$ cat src/rtl/monoc_pkg.sv
// monoc_pkg: shared image/grid constants, FSM state enum and read-tag type for the grid scanner.
// Contents: default image and cell geometry, CNT_W, state_t {IDLE, SCAN, DRAIN, EMIT, DONE},
// tag_t {valid, col[3:0]}, and cnt_width() for sizing per-cell counters.
package monoc_pkg;
    localparam int IMG_W_D     = 400;
    localparam int IMG_H_D     = 240;
    localparam int CELL_W_D    = 40;
    localparam int CELL_H_D    = 24;
    localparam int GRID_COLS_D = IMG_W_D / CELL_W_D;
    localparam int GRID_ROWS_D = IMG_H_D / CELL_H_D;
    localparam int MAP_W_D     = GRID_COLS_D * GRID_ROWS_D;
    localparam int CNT_W       = $clog2(CELL_W_D * CELL_H_D + 1);
    typedef enum logic [2:0] {IDLE, SCAN, DRAIN, EMIT, DONE} state_t;
    typedef struct packed {
        logic       valid;
        logic [3:0] col;
    } tag_t;
    function automatic int cnt_width(input int w, input int h);
        return $clog2(w * h + 1);
    endfunction
endpackage

$ cat src/rtl/monoc_grid_scanner_if.sv
// monoc_grid_scanner_if: bundles the scanner's control, buffer read port and result signals.
// master = scanner side (drives reads and results), slave = buffer/board-logic side.
// Signals: start, busy, done, rd_en, rd_addr, rd_data, cell_valid, cell_col, cell_row,
// cell_count, cell_occ, occ_map.
interface monoc_grid_scanner_if
    import monoc_pkg::*;
#(
    parameter int ADDR_W = 17,
    parameter int CNT_W  = monoc_pkg::CNT_W,
    parameter int MAP_W  = MAP_W_D
);
    logic              start;
    logic              busy;
    logic              done;
    logic              rd_en;
    logic [ADDR_W-1:0] rd_addr;
    logic              rd_data;
    logic              cell_valid;
    logic [3:0]        cell_col;
    logic [3:0]        cell_row;
    logic [CNT_W-1:0]  cell_count;
    logic              cell_occ;
    logic [MAP_W-1:0]  occ_map;
    modport master (
        input  start, rd_data,
        output busy, done, rd_en, rd_addr, cell_valid, cell_col, cell_row, cell_count, cell_occ, occ_map
    );
    modport slave (
        output start, rd_data,
        input  busy, done, rd_en, rd_addr, cell_valid, cell_col, cell_row, cell_count, cell_occ, occ_map
    );
endinterface

$ cat src/rtl/rd_tag_pipe.sv
// rd_tag_pipe: RD_LAT-deep shift register that carries each read's tag until its data returns.
// Ports: clk, rst_n (async, active low, flushes all stages), tag_in (tag of the read issued
// this cycle), tag_out (tag belonging to the rd_data present this cycle).
module rd_tag_pipe
    import monoc_pkg::*;
#(
    parameter int RD_LAT = 2
) (
    input  logic clk,
    input  logic rst_n,
    input  tag_t tag_in,
    output tag_t tag_out
);
    tag_t pipe [RD_LAT];
    always_ff @(posedge clk or negedge rst_n) begin
        if (!rst_n) begin
            for (int i = 0; i < RD_LAT; i++) pipe[i] <= '0;
        end else begin
            pipe[0] <= tag_in;
            for (int i = 1; i < RD_LAT; i++) pipe[i] <= pipe[i-1];
        end
    end
    assign tag_out = pipe[RD_LAT-1];
endmodule

$ cat src/rtl/monoc_grid_scanner.sv
// monoc_grid_scanner: scans the 1-bit frame buffer band by band and reports set-pixel counts
// and occupancy per grid cell, plus an occupancy map registered at the end of each scan.
// Ports: clk, rst_n (async, active low), bus (master modport: start/busy/done control,
// rd_en/rd_addr/rd_data buffer read port, cell_valid/cell_col/cell_row/cell_count/cell_occ
// per-cell results, occ_map with bit row*GRID_COLS+col).
module monoc_grid_scanner
    import monoc_pkg::*;
#(
    parameter int IMG_W      = 400,
    parameter int IMG_H      = 240,
    parameter int ADDR_W     = 17,
    parameter int RD_LAT     = 2,
    parameter int CELL_W     = 40,
    parameter int CELL_H     = 24,
    parameter int OCC_THRESH = 240
) (
    input logic                  clk,
    input logic                  rst_n,
    monoc_grid_scanner_if.master bus
);
    localparam int GRID_COLS = IMG_W / CELL_W;
    localparam int GRID_ROWS = IMG_H / CELL_H;
    localparam int MAP_W     = GRID_COLS * GRID_ROWS;
    localparam int CW        = cnt_width(CELL_W, CELL_H);
    localparam int X_W       = $clog2(IMG_W + 1);
    localparam int CX_W      = $clog2(CELL_W + 1);
    localparam int Y_W       = $clog2(CELL_H + 1);
    localparam int MI_W      = $clog2(MAP_W);
    localparam logic [2:0] ST_IDLE  = 3'(IDLE);
    localparam logic [2:0] ST_SCAN  = 3'(SCAN);
    localparam logic [2:0] ST_DRAIN = 3'(DRAIN);
    localparam logic [2:0] ST_EMIT  = 3'(EMIT);
    localparam logic [2:0] ST_DONE  = 3'(DONE);

    logic [2:0]        state, state_nx;
    logic [ADDR_W-1:0] addr;
    logic [X_W-1:0]    x;
    logic [CX_W-1:0]   cx;
    logic [Y_W-1:0]    y;
    logic [3:0]        col, sub, brow;
    logic [CW-1:0]     acc [16];
    logic [CW-1:0]     cur;
    logic [MAP_W-1:0]  occ_shadow, occ_map;
    logic [MI_W-1:0]   map_idx;
    logic              scan, drain, emit, fin, occ;
    logic              x_last, cx_last, band_end, drain_end, emit_end, last_band;
    tag_t              tag_in, tag_out;

    assign scan      = state == ST_SCAN;
    assign drain     = state == ST_DRAIN;
    assign emit      = state == ST_EMIT;
    assign fin       = state == ST_DONE;
    assign x_last    = x == X_W'(IMG_W - 1);
    assign cx_last   = cx == CX_W'(CELL_W - 1);
    assign band_end  = x_last && y == Y_W'(CELL_H - 1);
    assign drain_end = sub == 4'(RD_LAT - 1);
    assign emit_end  = sub == 4'(GRID_COLS - 1);
    assign last_band = brow == 4'(GRID_ROWS - 1);
    assign cur       = acc[sub];
    assign occ       = cur >= CW'(OCC_THRESH);
    assign map_idx   = MI_W'(brow) * MI_W'(GRID_COLS) + MI_W'(sub);
    assign tag_in    = '{valid: scan, col: col};

    always_comb begin
        state_nx = state == ST_IDLE ? (bus.start ? ST_SCAN : ST_IDLE) :
                   scan             ? (band_end ? ST_DRAIN : ST_SCAN) :
                   drain            ? (drain_end ? ST_EMIT : ST_DRAIN) :
                   emit             ? (emit_end ? (last_band ? ST_DONE : ST_SCAN) : ST_EMIT) :
                                      ST_IDLE;
    end

    rd_tag_pipe #(.RD_LAT(RD_LAT)) u_tag_pipe (
        .clk     (clk),
        .rst_n   (rst_n),
        .tag_in  (tag_in),
        .tag_out (tag_out)
    );

    // x wraps per image row, cx per cell width; both land on 0 at every band boundary,
    // so the next band starts with col 0 without explicit reloading.
    always_ff @(posedge clk or negedge rst_n) begin
        if (!rst_n) begin
            state      <= ST_IDLE;
            addr       <= '0;
            x          <= '0;
            cx         <= '0;
            y          <= '0;
            col        <= '0;
            sub        <= '0;
            brow       <= '0;
            occ_shadow <= '0;
            occ_map    <= '0;
        end else begin
            state <= state_nx;
            addr  <= scan ? addr + ADDR_W'(1) : fin ? '0 : addr;
            sub   <= ((drain && !drain_end) || (emit && !emit_end)) ? sub + 4'd1 : '0;
            if (scan) begin
                x   <= x_last ? '0 : x + X_W'(1);
                cx  <= (x_last || cx_last) ? '0 : cx + CX_W'(1);
                col <= x_last ? '0 : cx_last ? col + 4'd1 : col;
                if (x_last) y <= y == Y_W'(CELL_H - 1) ? '0 : y + Y_W'(1);
            end
            if (emit && emit_end) brow <= last_band ? '0 : brow + 4'd1;
            if (emit && occ) occ_shadow[map_idx] <= 1'b1;
            else if (fin) occ_shadow <= '0;
            if (fin) occ_map <= occ_shadow;
        end
    end

    // Tags only return during SCAN/DRAIN, so an accumulator is never incremented and
    // cleared in the same cycle; entries at or beyond GRID_COLS stay constant zero.
    always_ff @(posedge clk or negedge rst_n) begin
        if (!rst_n) begin
            for (int i = 0; i < 16; i++) acc[i] <= '0;
        end else begin
            for (int i = 0; i < 16; i++) begin
                if (emit && sub == 4'(i)) acc[i] <= '0;
                else if (tag_out.valid && tag_out.col == 4'(i) && bus.rd_data) acc[i] <= acc[i] + CW'(1);
            end
        end
    end

    assign bus.busy       = state != ST_IDLE;
    assign bus.done       = fin;
    assign bus.rd_en      = scan;
    assign bus.rd_addr    = scan ? addr : '0;
    assign bus.cell_valid = emit;
    assign bus.cell_col   = emit ? sub : '0;
    assign bus.cell_row   = emit ? brow : '0;
    assign bus.cell_count = emit ? cur : '0;
    assign bus.cell_occ   = emit && occ;
    assign bus.occ_map    = occ_map;
endmodule
$ cat src/flat_wrapper.sv
// flat-port wrapper written by rule: the top's interface ports become plain ports
module monoc_grid_scanner_flat import monoc_pkg::*;
#(
    parameter int IMG_W      = 400,
    parameter int IMG_H      = 240,
    parameter int ADDR_W     = 17,
    parameter int RD_LAT     = 2,
    parameter int CELL_W     = 40,
    parameter int CELL_H     = 24,
    parameter int OCC_THRESH = 240
)
  (clk, rst_n, bus_start, bus_rd_data, bus_busy, bus_done, bus_rd_en, bus_rd_addr, bus_cell_valid, bus_cell_col, bus_cell_row, bus_cell_count, bus_cell_occ, bus_occ_map);
  monoc_grid_scanner_if #(.ADDR_W(ADDR_W)) bus_i ();
  input logic clk;
  input logic rst_n;
  input wire logic [$bits(bus_i.start)-1:0] bus_start;
  input wire logic [$bits(bus_i.rd_data)-1:0] bus_rd_data;
  output wire logic [$bits(bus_i.busy)-1:0] bus_busy;
  output wire logic [$bits(bus_i.done)-1:0] bus_done;
  output wire logic [$bits(bus_i.rd_en)-1:0] bus_rd_en;
  output wire logic [$bits(bus_i.rd_addr)-1:0] bus_rd_addr;
  output wire logic [$bits(bus_i.cell_valid)-1:0] bus_cell_valid;
  output wire logic [$bits(bus_i.cell_col)-1:0] bus_cell_col;
  output wire logic [$bits(bus_i.cell_row)-1:0] bus_cell_row;
  output wire logic [$bits(bus_i.cell_count)-1:0] bus_cell_count;
  output wire logic [$bits(bus_i.cell_occ)-1:0] bus_cell_occ;
  output wire logic [$bits(bus_i.occ_map)-1:0] bus_occ_map;
  assign bus_i.start = bus_start;
  assign bus_i.rd_data = bus_rd_data;
  assign bus_busy = bus_i.busy;
  assign bus_done = bus_i.done;
  assign bus_rd_en = bus_i.rd_en;
  assign bus_rd_addr = bus_i.rd_addr;
  assign bus_cell_valid = bus_i.cell_valid;
  assign bus_cell_col = bus_i.cell_col;
  assign bus_cell_row = bus_i.cell_row;
  assign bus_cell_count = bus_i.cell_count;
  assign bus_cell_occ = bus_i.cell_occ;
  assign bus_occ_map = bus_i.occ_map;
  monoc_grid_scanner #(.IMG_W(IMG_W), .IMG_H(IMG_H), .ADDR_W(ADDR_W), .RD_LAT(RD_LAT), .CELL_W(CELL_W), .CELL_H(CELL_H), .OCC_THRESH(OCC_THRESH)) u_core (.clk(clk), .rst_n(rst_n), .bus(bus_i));
endmodule
$ cat config.mk
export PLATFORM = sky130hd
export DESIGN_NAME = monoc_grid_scanner_flat
export DESIGN_NICKNAME = d
export VERILOG_FILES = /design/src/rtl/monoc_pkg.sv /design/src/rtl/monoc_grid_scanner_if.sv /design/src/rtl/rd_tag_pipe.sv /design/src/rtl/monoc_grid_scanner.sv /design/src/flat_wrapper.sv
export SDC_FILE = /design/constraint.sdc
export NUM_CORES = 1
export LEC_CHECK = 0
export BUFFER_PORTS_ARGS = -buffer_cell sky130_fd_sc_hd__buf_4
export CAP_MARGIN = 20
export CORE_UTILIZATION = 55
export DETAILED_ROUTE_END_ITERATION = 10
export GPL_TIMING_DRIVEN = 0
export PLACE_DENSITY = 0.75
export SETUP_SLACK_MARGIN = 0.2
export SYNTH_ARGS = -nofsm -noshare
export SYNTH_HDL_FRONTEND = slang
export SYNTH_SLANG_ARGS = --single-unit
export TNS_END_PERCENT = 20
$ cat constraint.sdc
create_clock -name clk -period 2.82 [get_ports clk]
set_clock_uncertainty 0.05 [all_clocks]
set_input_delay 0.564 -clock clk [delete_from_list [all_inputs] [get_ports clk]]
set_output_delay 0.564 -clock clk [all_outputs]
set_load 0.05 [all_outputs]
Word-level counts from Yosys, hierarchy flattened
Cells that the tools add are included.
Widths: inputs -> output; s select.
{"block": "word_totals", "mem_bits_rw": 0, "out_inout_bits": 140, "latch_bits": 0, "elab_cells": 242, "n_memories": 0, "reg_bits": 422, "mem_bits_ro": 0}
{"block": "classes", "shifts": 0, "bitwise": 2, "eq_ne": 38, "n_lt_le_gt_ge": 4, "addsub": 24, "mux": 61, "n_reduce_logical": 82, "n_div": 0, "mul": 1}
{"cell": "$mux 10", "count": 35}
{"cell": "$mux 100", "count": 2}
{"cell": "$add 10x1->10 const B", "count": 16}
{"cell": "$or 100x100->100", "count": 1}
{"cell": "$eq 4x4->1 const B", "count": 17}
{"cell": "$logic_and 1x1->1", "count": 53}
{"cell": "$mux 17", "count": 3}
{"cell": "$bmux 10 s4", "count": 1}
{"cell": "$reduce_bool 2->1", "count": 19}
{"cell": "$eq 4x3->1 const B", "count": 8}
{"cell": "$mux 4", "count": 6}
{"cell": "$mux 3", "count": 6}
{"cell": "$add 17x1->17 const B", "count": 1}
{"cell": "$eq 4x2->1 const B", "count": 4}
{"cell": "$add 4x1->4 const B", "count": 3}
{"cell": "$ge 10x8->1 const B", "count": 1}
{"cell": "$add 9x1->9 const B", "count": 1}
{"cell": "$eq 9x9->1 const B", "count": 1}
{"cell": "$mux 9", "count": 1}
{"cell": "$eq 4x1->1 const B", "count": 2}
{"cell": "$logic_not 4->1", "count": 2}
{"cell": "$lt 7x8->1 const B", "count": 1}
{"cell": "$add 7x4->7", "count": 1}
{"cell": "$demux 1 s7", "count": 1}
{"cell": "other kinds (20)", "count": 26}

Depth between registers and ports, before layout
Gate-level depths: netlist of the first run.
{"block": "logic_depth", "depth_word": 8, "depth_mapped": 12, "mapped_depth_nobuf": 10}

Modules after synthesis
A second synthesis of the first run with hierarchy kept.
{"block": "hier_totals", "hier_cells": 2042, "area_unflattened_um2": 19990.4}
{"mod": "monoc_grid_scanner", "instances": 1, "area_each_um2": 19702.6, "cells_per_inst": 2027, "seq_area_each_um2": 10309.9}
{"mod": "rd_tag_pipe", "instances": 1, "area_each_um2": 287.8, "cells_per_inst": 15, "seq_area_each_um2": 250.2}

Worst setup path after synthesis of the first run
OpenSTA, ideal clock, no wires.
{"block": "synth_path", "path_kind": "flip-flop to output port", "startpoint": "register u_core.sub[1]", "endpoint": "output port bus_cell_count[3]", "required_time_ps": 2206, "setup_slack_ps": -287, "arrival_time_ps": 2493, "path_stages_with_launch": 8, "cell_sequence": "dfrtp_1 clkbuf_1 buf_2 buf_2 buf_1 mux4_2 mux4_2 and2_1"}
{"block": "synth_via", "elab_chain_cells": 5}
{"element": "from (decl)", "line_no": "monoc_grid_scanner.sv:40", "text": "logic [3:0] col, sub, brow;"}
{"element": "from (signal assigned)", "line_no": "monoc_grid_scanner.sv:96", "text": "sub <= ((drain && !drain_end) || (emit && !emit_end)) ? sub + 4'd1 : '0;"}
{"element": "$not 4->5 (implied by the code)", "line_no": "monoc_grid_scanner.sv:59", "text": "assign cur = acc[sub];"}
{"element": "$bmux 10 s4", "line_no": "monoc_grid_scanner.sv:59"}
{"element": "$mux 10 (implied by the code) (2 in a row)", "line_no": "monoc_grid_scanner.sv:59"}
{"element": "$mux 10", "line_no": "monoc_grid_scanner.sv:130", "text": "assign bus.cell_count = emit ? cur : '0;"}
{"element": "to (decl)", "line_no": "flat_wrapper.sv:25", "text": "output wire logic [$bits(bus_i.cell_count)-1:0] bus_cell_count;"}
No other way between the ends. The select of a mux whose other input is x is not followed.

Worst setup path in the final report of the first run
{"block": "layout_path", "startpoint": "register u_core.sub[2]", "endpoint": "output port bus_cell_occ"}
{"block": "layout_via", "elab_chain_cells": 6}
{"element": "$not 4->5 (implied by the code)", "line_no": "monoc_grid_scanner.sv:59"}
{"element": "$bmux 10 s4", "line_no": "monoc_grid_scanner.sv:59"}
{"element": "$mux 10 (implied by the code) (2 in a row)", "line_no": "monoc_grid_scanner.sv:59"}
{"element": "$ge 10x8->1", "line_no": "monoc_grid_scanner.sv:60", "text": "assign occ = cur >= CW'(OCC_THRESH);"}
{"element": "$logic_and 1x1->1", "line_no": "monoc_grid_scanner.sv:131", "text": "assign bus.cell_occ = emit && occ;"}
{"element": "to (decl)", "line_no": "flat_wrapper.sv:26", "text": "output wire logic [$bits(bus_i.cell_occ)-1:0] bus_cell_occ;"}
No other way between the ends. The select of a mux whose other input is x is not followed.

==> results of run 1 <==
[cells by family after synthesis]
group | after synthesis | synth area share
multiplexers | 57 | 0.0576
AND/OR/NAND/NOR | 979 | 0.220
buffers and inverters | 115 | 0.0267
AO/OA/AOI/OAI | 239 | 0.0725
XOR/XNOR | 141 | 0.0629
adder cells (fa/ha/maj) | 34 | 0.0224
flip-flops | 422 | 0.537
[worst min path at each step]
stage	slack (ns)	end	start
after global routing	0.24	u_core.state[0]$_DFF_PN0_	bus_start
after CTS	0.20	u_core.state[0]$_DFF_PN0_	bus_start
final	0.23	u_core.state[0]$_DFF_PN0_	bus_start
after global placement	0.28	u_core.u_tag_pipe.tag_out[3]$_DFF_PN0_	u_core.u_tag_pipe.pipe[8]$_DFF_PN0_
after floorplan	0.22	u_core.acc[0]$_DFFE_PN0P_	rst_n
after detailed placement	0.29	u_core.u_tag_pipe.tag_out[0]$_DFF_PN0_	u_core.u_tag_pipe.pipe[5]$_DFF_PN0_
[power by group through the flow]
stage,combinational [mW],clock (mW),sequential (mW)
after floorplan,0.661,0,6.54
after global placement,0.937,0,6.60
after detailed placement,0.994,0,6.62
after CTS,1.02,6.00,6.51
after global routing,1.17,6.24,6.56
final,1.04,5.91,6.53
[cell usage after synthesis (42+ instances only)]
cell type  count
xor2_1        88
nand2_1      527
o21ai_1       69
nand3_1       50
nor2_1       188
nand4_1       49
clkbuf_1      67
xnor2_1       53
dfrtp_1      422
a21oi_1       42
and3_1        43
o21ai_0       81
[through the flow]
step                utilization  total power [mW]  cell area, µm²  cells
global route              0.686              14.0           23900   2700
finish                    0.686              13.5           23900   2700
floorplan                     -              7.20           19700   1987
CTS                       0.680              13.5           23700   2698
detailed placement        0.616              7.61           21500   2589
global placement          0.612              7.54           21400   2585
[per-layer routing]
layer | vias to the layer above | global-route usage
li1 | 7171 | -
met2 | 511 | 0.457
met4 | 0 | 0.0877
met3 | 98 | 0.0470
met5 | - | 0
met1 | 7745 | 0.388
[tightest hold or removal path: stages]
cell and delay [ns]:
buf_4 0.08, a22oi_1 0.07, nor2_1 0.09
[cell type report]
| type | count | area share |
|---|---|---|
| Sequential cell | 422 | 0.442 |
| Multi-Input combinational cell | 1450 | 0.369 |
| Timing Repair Buffer | 178 | 0.0697 |
| Clock buffer | 64 | 0.0529 |
| Buffer | 92 | 0.0303 |
| Tap cell | 455 | 0.0238 |
| Clock inverter | 16 | 0.00900 |
| Inverter | 23 | 0.00392 |
[placed cells by master, fill, tap and decap left out, drive strengths merged, types with 2 or more instances in the layout]
cell type  count
a21boi         2
a21o           3
a21oi         42
a221oi         2
a22o           3
a22oi          9
a31oi          2
and2          23
and3          43
and4          16
buf          207
bufinv         4
clkbuf       126
clkinv         8
clkinvlp       2
dfrtp        422
fa             2
ha            32
inv           25
mux2i         13
mux4          44
nand2        528
nand2b         6
nand3         50
nand4         49
nand4b         4
nor2         188
nor2b          7
nor3          24
nor3b          2
nor4           4
o211ai         2
o21ai        169
o31ai          4
or3           31
xnor2         53
xor2          88
[flip-flops by register name, indices dropped and copies added (netlist names)]
signal	count
u_core.acc	160
u_core.addr	17
u_core.brow	4
u_core.bus.occ_map	100
u_core.col	4
u_core.cx	6
u_core.occ_shadow	100
u_core.state	3
u_core.sub	4
u_core.u_tag_pipe.pipe	5
u_core.u_tag_pipe.tag_out	5
u_core.x	9
u_core.y	5
[repair_timing]
item	CTS	global route
gates resized for setup	138	61
endpoints found under the setup margin	211	156
hold endpoints to repair	65	0
pin swaps	15	18
buffers inserted	25	2
hold buffers	1	0
gates cloned	3	0
==> out/summary.txt, run 1 <==
Status - complete, but fails checks
Failing checks - setup timing
Sw Pwr - 3.30 mW
Worst setup path startpoint - u_core.sub[2]$_DFF_PN0_
Yosys cell types - 50
Vias/cell - 5.75
Post-route ant nets - 0
Seq/Total Area, Yosys - 0.537
Min Clock Period, post-route - 3.48 ns
Crit path max fanout - 10
First-pass GRT wire length - 80.9 mm
Pre-CTS WS - -0.552 ns
Asr flop ratio synth - 1.00
Slew HR - 0.471
Die Height - 191 µm
Max Root-Sink Buffers - 3
Worst VDD drop - 0.402 mV
Placer congestion estimate - 0.905
Logic pwr share - 0.077
Synth-to-Final Area Change - 21.7%
Wire per inst - 18.5 µm
Clk network pwr share - 0.438
WL met2 - 24.1 mm
FF+latch area - 10,600 µm²
Met3 wire len - 3.34 mm
Total CTS buffers - 44
Cells after Synth - 1,987
Post-DP HPWL - 34.6 mm
Ant diodes - 0
Hold WS - 0.231 ns
Worst hold path depth - 3
CP Cell Sequence - buf_4, nor2_2, a22oi_1, nand2_1, and4_4, buf_12, nor2_4, nor2_4, buf_8
Gr usage total - 0.282
Seq cells post-synth - 422
CP bufs+invs - 3
Number of I/O pins - 144
CTS H-tree depth - 2
Mapped Area - 19,600 µm²
Slew Limit Fails - 0
Final Hold Fails - 0
Crit path capture - bus_cell_occ
Cell family with most CP delay - simple AND/OR/NAND/NOR gates
Sequential Power Share - 0.485
Max cap viols - 0
DR DRC count - 0
Largest stage delay on the critical path - 0.47 ns
Power Density - 564 nW/µm²
Worst-Margin Slew - 0.794 ns
Final period utilization - 1.23
Avg Inst Size Synth - 9.89 µm²
RSZ-0062 raised after global routing - true
Worst path required time - 2.21 ns
Final nets - 2,249
CP Depth - 9
Initial Utilization - 0.563
Final setup margin - -0.658 ns
Max Clk Rate - 288 MHz
WS Path Type - flop to output pin
Layout cell share with drive strength beyond 1 - 0.183
Static Leak - 11.5 nW
Data arrival, critical path - 2.86 ns
FF-to-FF path depth - 11
Port Buffers - 143
Vias in the first global route - 15.5k
CTS clk-pin slew, worst paths - 0.06 ns
Final setup violation count - 82
Wl on met1 - 21.3 mm
Clock latency at the later pin of the worst-skew pair - 0.56 ns
Most used DFF post-synth - dfrtp_1
Yosys top cell area share - 0.537
Post-synth EDFFs - 0
FF-to-FF Start - u_core.sub[0]$_DFF_PN0_
DR top layer - met4
Row Count - 68
Worst R2R Setup Slack - -0.10 ns
# fillers - 2,552
Internal power - 10.2 mW
DR pass1 iterations - 6
DRT Wirelength - 50.0 mm
Clock sinks - 422
Total grt overflow - 0
Die W - 191 µm
Synth top area cells - dfrtp_1 (54%), nand2_1 (10%), mux4_2 (4.7%)
Largest net degree at the start of global routing - 109
Post-synthesis cell type with the largest combined area - dfrtp_1
Final setup TNS - -6.47 ns
R2R Path End - u_core.occ_shadow[22]$_DFFE_PN0P_
DIE AREA - 36,500 µm²
Critical Path Most Common Cell - nor2_4
Worst setup SP type - flop
Synthesized net count - 2,025
Switching share of power - 0.245
Area occupied by multi-input gates - 8820 µm²
CTS tree - yes
Initial drt markers - 1,132
Worst hold path class - primary input to flop
CP endpoint kind - output pin
CTS Root Cell - clkbuf_16
Via count - 15.5k
Crit-path slowest cell - dfrtp_1
Initial antenna violation count - 0
Warnings from Yosys - 0
Core area - 34,900 µm²
Note: power is estimated with default switching activity, not from simulation.
==> run 2: changes to the inputs <==
CORE_UTILIZATION = 57   (was 55)
CTS_BUF_LIST = sky130_fd_sc_hd__clkbuf_8   (was default)
MAX_ROUTING_LAYER = met4   (was default)
PLACE_DENSITY = 0.77   (was 0.75)
==> run 2 against run 1 <==
Against the previous run:
- the run still ends with setup timing left
- sequential share of layout area increased by 0.17 points
- maximum frequency fell by 3.3%
- die area is 3.5% lower
- setup slack worse by 0.12 ns
- combinational power is essentially flat
- routed wire length shrank 0.25%
- flip-flop and latch count is the same
- count of clock-buffer cells in the layout grew 25
- power down 4.6%
- global-route usage rose by 1.6 points
- sequential power is essentially flat
==> out/summary.txt, run 2 (synthesis gave the netlist of run 1 again) <==
Worst VDD drop - 0.325 mV
CP endpoint kind - output pin
Total design power - 12.9 mW
# fillers - 2,372
Post-Layout Cell Count - 2,743
Status - complete, but fails checks
Synth-to-Final Area Change - 21.3%
Final setup margin - -0.777 ns
Placer congestion estimate - 0.924
Largest net degree at the start of global routing - 108
Ant diodes - 0
RSZ-0062 raised after global routing - true
Area occupied by multi-input gates - 8800 µm²
Worst-Margin Slew - 0.741 ns
Post-route ant nets - 0
Util after Layout - 0.707
DR DRC count - 0
Worst hold path class - primary input to flop
Row Count - 67
CTS tree - yes
Core area - 33,700 µm²
Die W - 188 µm
Initial antenna violation count - 0
Die Height - 188 µm
Final setup TNS - -13.69 ns
Clock sinks - 422
Largest registers - u_core.acc (160), u_core.bus.occ_map (100), u_core.occ_shadow (100)
Gr usage total - 0.297
Most frequent cells in the layout - nand2_1 (520), dfrtp_1 (417), nor2_1 (179), buf_4 (144), clkbuf_8 (91)
Min Clock Period, post-route - 3.60 ns
Number of flip-flops in the largest register - 160
Commonest non-fill, non-tap cell in the layout - nand2_1
Total grt overflow - 0
Via count - 15.7k
DP Area - 21,500 µm²
Vias in the first global route - 15.5k
Wire per inst - 18.2 µm
CTS Root Cell - clkbuf_8
Final period utilization - 1.28
Port Buffers - 143
DR pass1 iterations - 5
DRT Wirelength - 49.9 mm
Final instance area - 23,800 µm²
Final Hold Fails - 0
Initial Utilization - 0.583
WS Path Type - flop to output pin
Power Density - 540 nW/µm²
FF+latch area - 10,600 µm²
Post-DP HPWL - 34.4 mm
Total CTS buffers - 70
Vias/cell - 5.73
Failing checks - setup timing
Worst setup SP type - flop
Crit path max fanout - 6
Final setup violation count - 99
Max Clk Rate - 278 MHz
Data arrival, critical path - 2.98 ns
Max Root-Sink Buffers - 3
First-pass GRT wire length - 80.7 mm
Max cap viols - 0
Slew Limit Fails - 0
Initial drt markers - 1,327
Number of I/O pins - 144
Clock latency at the later pin of the worst-skew pair - 0.62 ns
Static Leak - 11.6 nW
Worst path required time - 2.21 ns
Reg with most FFs - u_core.acc
CTS H-tree depth - 3
Placed Cells incl. Taps - 2,582
Final nets - 2,280
DIE AREA - 35,200 µm²
Layout cell share with drive strength beyond 1 - 0.194
Slew HR - 0.501
CTS clk-pin slew, worst paths - 0.06 ns
run 2: changes by cell type in the layout (fill, tap and decap cells not counted), moves of 6 or more:
cell	before	now
clkbuf_16	46	4
buf_6	22	28
clkbuf_1	63	52
clkbuf_8	9	91
inv_1	19	44
buf_8	15	9
run 2: layout make-up:
cell class,count,share of cell area
Buffer,92,0.0298
Clock buffer,89,0.0514
Clock inverter,36,0.00719
Inverter,23,0.00394
Multi-Input combinational cell,1450,0.369
Sequential cell,422,0.443
Tap cell,448,0.0235
Timing Repair Buffer,183,0.0714
run 2: worst max-delay path, cell delays in order, from the launching register on:
cell and delay [ns]:
dfrtp_2 0.48, buf_12 0.17, buf_12 0.12, mux4_2 0.53, a22o_1 0.27, a221oi_4 0.27, nand2_4 0.12, nor2_4 0.20
nor2_4 0.04, buf_6 0.15
run 2: path summary, 6_finish.rpt:
check | from | end | slack (ns) | cells after the start
setup / recovery | u_core.sub[0]$_DFF_PN0_ | bus_cell_occ | -0.78 | 9
hold / removal | bus_start | u_core.state[0]$_DFF_PN0_ | 0.17 | 3
setup reg to reg | u_core.sub[0]$_DFF_PN0_ | u_core.occ_shadow[79]$_DFFE_PN0P_ | -0.21 | 12
hold reg to reg | u_core.u_tag_pipe.pipe[8]$_DFF_PN0_ | u_core.u_tag_pipe.tag_out[3]$_DFF_PN0_ | 0.30 | 0
max in group asynchronous | rst_n | u_core.bus.occ_map[10]$_DFFE_PN0P_ | 1.01 | 4
min in group asynchronous | rst_n | u_core.occ_shadow[77]$_DFFE_PN0P_ | 0.44 | 2
run 2: metrics by stage:
| step | hold slack [ns] | worst slack [ns] |
|---|---|---|
| after global routing | 0.215 | -0.837 |
| after global placement | 0.285 | -2.93 |
| after floorplan | 0.218 | 0.0956 |
| after detailed placement | 0.287 | -0.576 |
| after CTS | 0.141 | -0.736 |
| final | 0.171 | -0.777 |
run 2: layer usage:
metal	vias up	wire length, µm	share of wire	global-route usage
met2	633	24200	0.48	0.474
met4	0	1690	0.034	0.110
met5	-	0	0	-
met3	141	3700	0.074	0.0591
li1	7252	-	-	-
met1	7693	20300	0.41	0.378
run 2: report_power, final:
part	internal, mW	total, mW	switching [mW]
combinational	0.421	1.04	0.622
clock	2.86	5.31	2.45
sequential	6.27	6.51	0.241
total	9.54	12.9	3.31
run 2: what timing repair did:
action / CTS / global route
cloned: 3 / 1
endpoints found under the setup margin: 208 / 156
hold buffers: 1 / 0
hold endpoints to repair: 52 / 0
pin swaps: 17 / 21
resized for setup: 121 / 62
buffers inserted: 25 / 6
==> run 3: changes to the inputs <==
CELL_PAD_IN_SITES_DETAIL_PLACEMENT = 0   (was default)
CELL_PAD_IN_SITES_GLOBAL_PLACEMENT = 1   (was default)
CORE_UTILIZATION = 44   (was 57)
PLACE_DENSITY = 0.76   (was 0.77)
==> run 3 against run 2 <==
Against the previous run:
- the flow still finishes with violations (setup timing)
- setup slack better by 0.048 ns
- combinational power hardly changed
- first-iteration DRC count is 14% lower
- die area is 29% higher
- largest cell class unchanged
==> out/summary.txt, run 3 (synthesis gave the netlist of run 1 again) <==
Util after Layout - 0.559
Worst VDD drop - 0.244 mV
Crit path max fanout - 3
Max Root-Sink Buffers - 3
Number of I/O pins - 144
Port Buffers - 143
Post-route ant nets - 0
DR DRC count - 0
Worst hold path depth - 3
Initial Utilization - 0.445
Pre-CTS WS - -0.609 ns
Final nets - 2,314
Slew Limit Fails - 0
CTS clk-pin slew, worst paths - 0.06 ns
Slew HR - 0.494
Post-DP HPWL - 35.5 mm
Largest stage delay on the critical path - 0.47 ns
Hold Crit Start - bus_start
CTS Root Cell - clkbuf_8
# fillers - 3,933
Worst setup SP type - flop
Vias/cell - 5.23
Min Clock Period, post-route - 3.55 ns
Number of flip-flops in the largest register - 160
DIE AREA - 45,500 µm²
Hold WS - 0.170 ns
Total CTS buffers - 74
Total design power - 13.3 mW
Final Hold Fails - 0
Reg with most FFs - u_core.acc
Placer congestion estimate - 0.860
FF-to-FF Start - u_core.sub[0]$_DFF_PN0_
Core area - 44,100 µm²
Max Clk Rate - 282 MHz
FF-to-FF path depth - 13
Ant diodes - 0
Worst R2R Setup Slack - -0.15 ns
CTS tree - yes
Final setup violation count - 106
CP bufs+invs - 4
Final period utilization - 1.26
Final instance area - 24,600 µm²
Placed Cells incl. Taps - 2,725
Vias in the first global route - 15.1k
Initial antenna violation count - 0
R2R Path End - u_core.occ_shadow[38]$_DFFE_PN0P_
Failing checks - setup timing
Max cap viols - 0
Largest net degree at the start of global routing - 124
Die W - 213 µm
DR pass1 iterations - 7
Worst-Margin Slew - 0.759 ns
Clock latency at the later pin of the worst-skew pair - 0.64 ns
Data arrival, critical path - 2.93 ns
Clock sinks - 422
DRT Wirelength - 52.5 mm
Worst path required time - 2.21 ns
Cell family with most CP delay - buffers and inverters
DP Area - 21,600 µm²
First-pass GRT wire length - 82.6 mm
CP endpoint kind - output pin
Crit-path slowest cell - mux4_2
FF+latch area - 10,600 µm²
Wire per inst - 18.0 µm
Row Count - 77
WS Path Type - flop to output pin
Most frequent cells in the layout - nand2_1 (521), dfrtp_1 (417), nor2_1 (174), buf_4 (151), clkbuf_8 (96)
Static Leak - 11.9 nW
CP Cell Sequence - buf_12, buf_12, buf_8, mux4_2, a22o_1, a221oi_4, nand2_4, nor2_4, nor2_4, buf_8
Status - complete, but fails checks
Largest registers - u_core.acc (160), u_core.bus.occ_map (100), u_core.occ_shadow (100)
Die Height - 213 µm
RSZ-0062 raised after global routing - true
Total grt overflow - 0
Via count - 15.3k
Final setup margin - -0.729 ns
Initial drt markers - 1,139
Synth-to-Final Area Change - 25.5%
Power Density - 541 nW/µm²
Area occupied by multi-input gates - 8820 µm²
Worst Hold End - u_core.state[0]$_DFF_PN0_
Post-Layout Cell Count - 2,918
Final setup TNS - -14.71 ns
Worst hold path class - primary input to flop
Commonest non-fill, non-tap cell in the layout - nand2_1
CTS H-tree depth - 3
Layout cell share with drive strength beyond 1 - 0.211
Gr usage total - 0.244
-- run 3: repair_timing --
action                     4_1_cts  5_1_grt
setup buffers                   49        5
pin swaps                       22       29
hold buffers                     1        0
setup endpoints to repair      220      156
gates resized for setup        166       55
hold endpoints to repair        99        0
gates cloned                    11        1
-- run 3: layout make-up --
| cell class | instances | area share |
|---|---|---|
| plain buffers | 92 | 0.0300 |
| clock buffers | 92 | 0.0514 |
| flip-flops and latches | 422 | 0.429 |
| inverters | 23 | 0.00386 |
| multi-input cells | 1450 | 0.358 |
| well taps | 592 | 0.0300 |
| repair buffers | 213 | 0.0885 |
| clock inverters | 34 | 0.00959 |
-- run 3: worst max-delay path by stage --
stage,startpoint,end,slack (ns),cells after the start
after floorplan,u_core.sub[0]$_DFF_PN0_,bus_cell_occ,0.1,7
after global placement,rst_n,u_core.x[4]$_DFFE_PN0P_,-3.19,1
after detailed placement,u_core.sub[1]$_DFF_PN0_,bus_cell_count[3],-0.61,8
after CTS,u_core.sub[0]$_DFF_PN0_,bus_cell_occ,-0.74,10
after global routing,u_core.sub[0]$_DFF_PN0_,bus_cell_occ,-0.78,10
final,u_core.sub[0]$_DFF_PN0_,bus_cell_occ,-0.73,10
-- run 3: layer usage --
metal	track usage	part of all wire	up-vias
met2	0.381	0.48	390
met4	0.0901	0.028	0
li1	-	-	7306
met3	0.0472	0.058	87
met1	0.315	0.44	7489
met5	-	0	-
-- run 3: report_power, final --
group	leakage, nW	switching [mW]	internal, mW
clock	0.848	2.55	3.21
sequential	5.82	0.247	6.27
combinational	5.20	0.653	0.415
total	11.9	3.45	9.89
-- run 3: tightest hold or removal path, cell delays in order --
cell	delay, ns
buf_4	0.08
a22oi_1	0.06
nor2_1	0.10
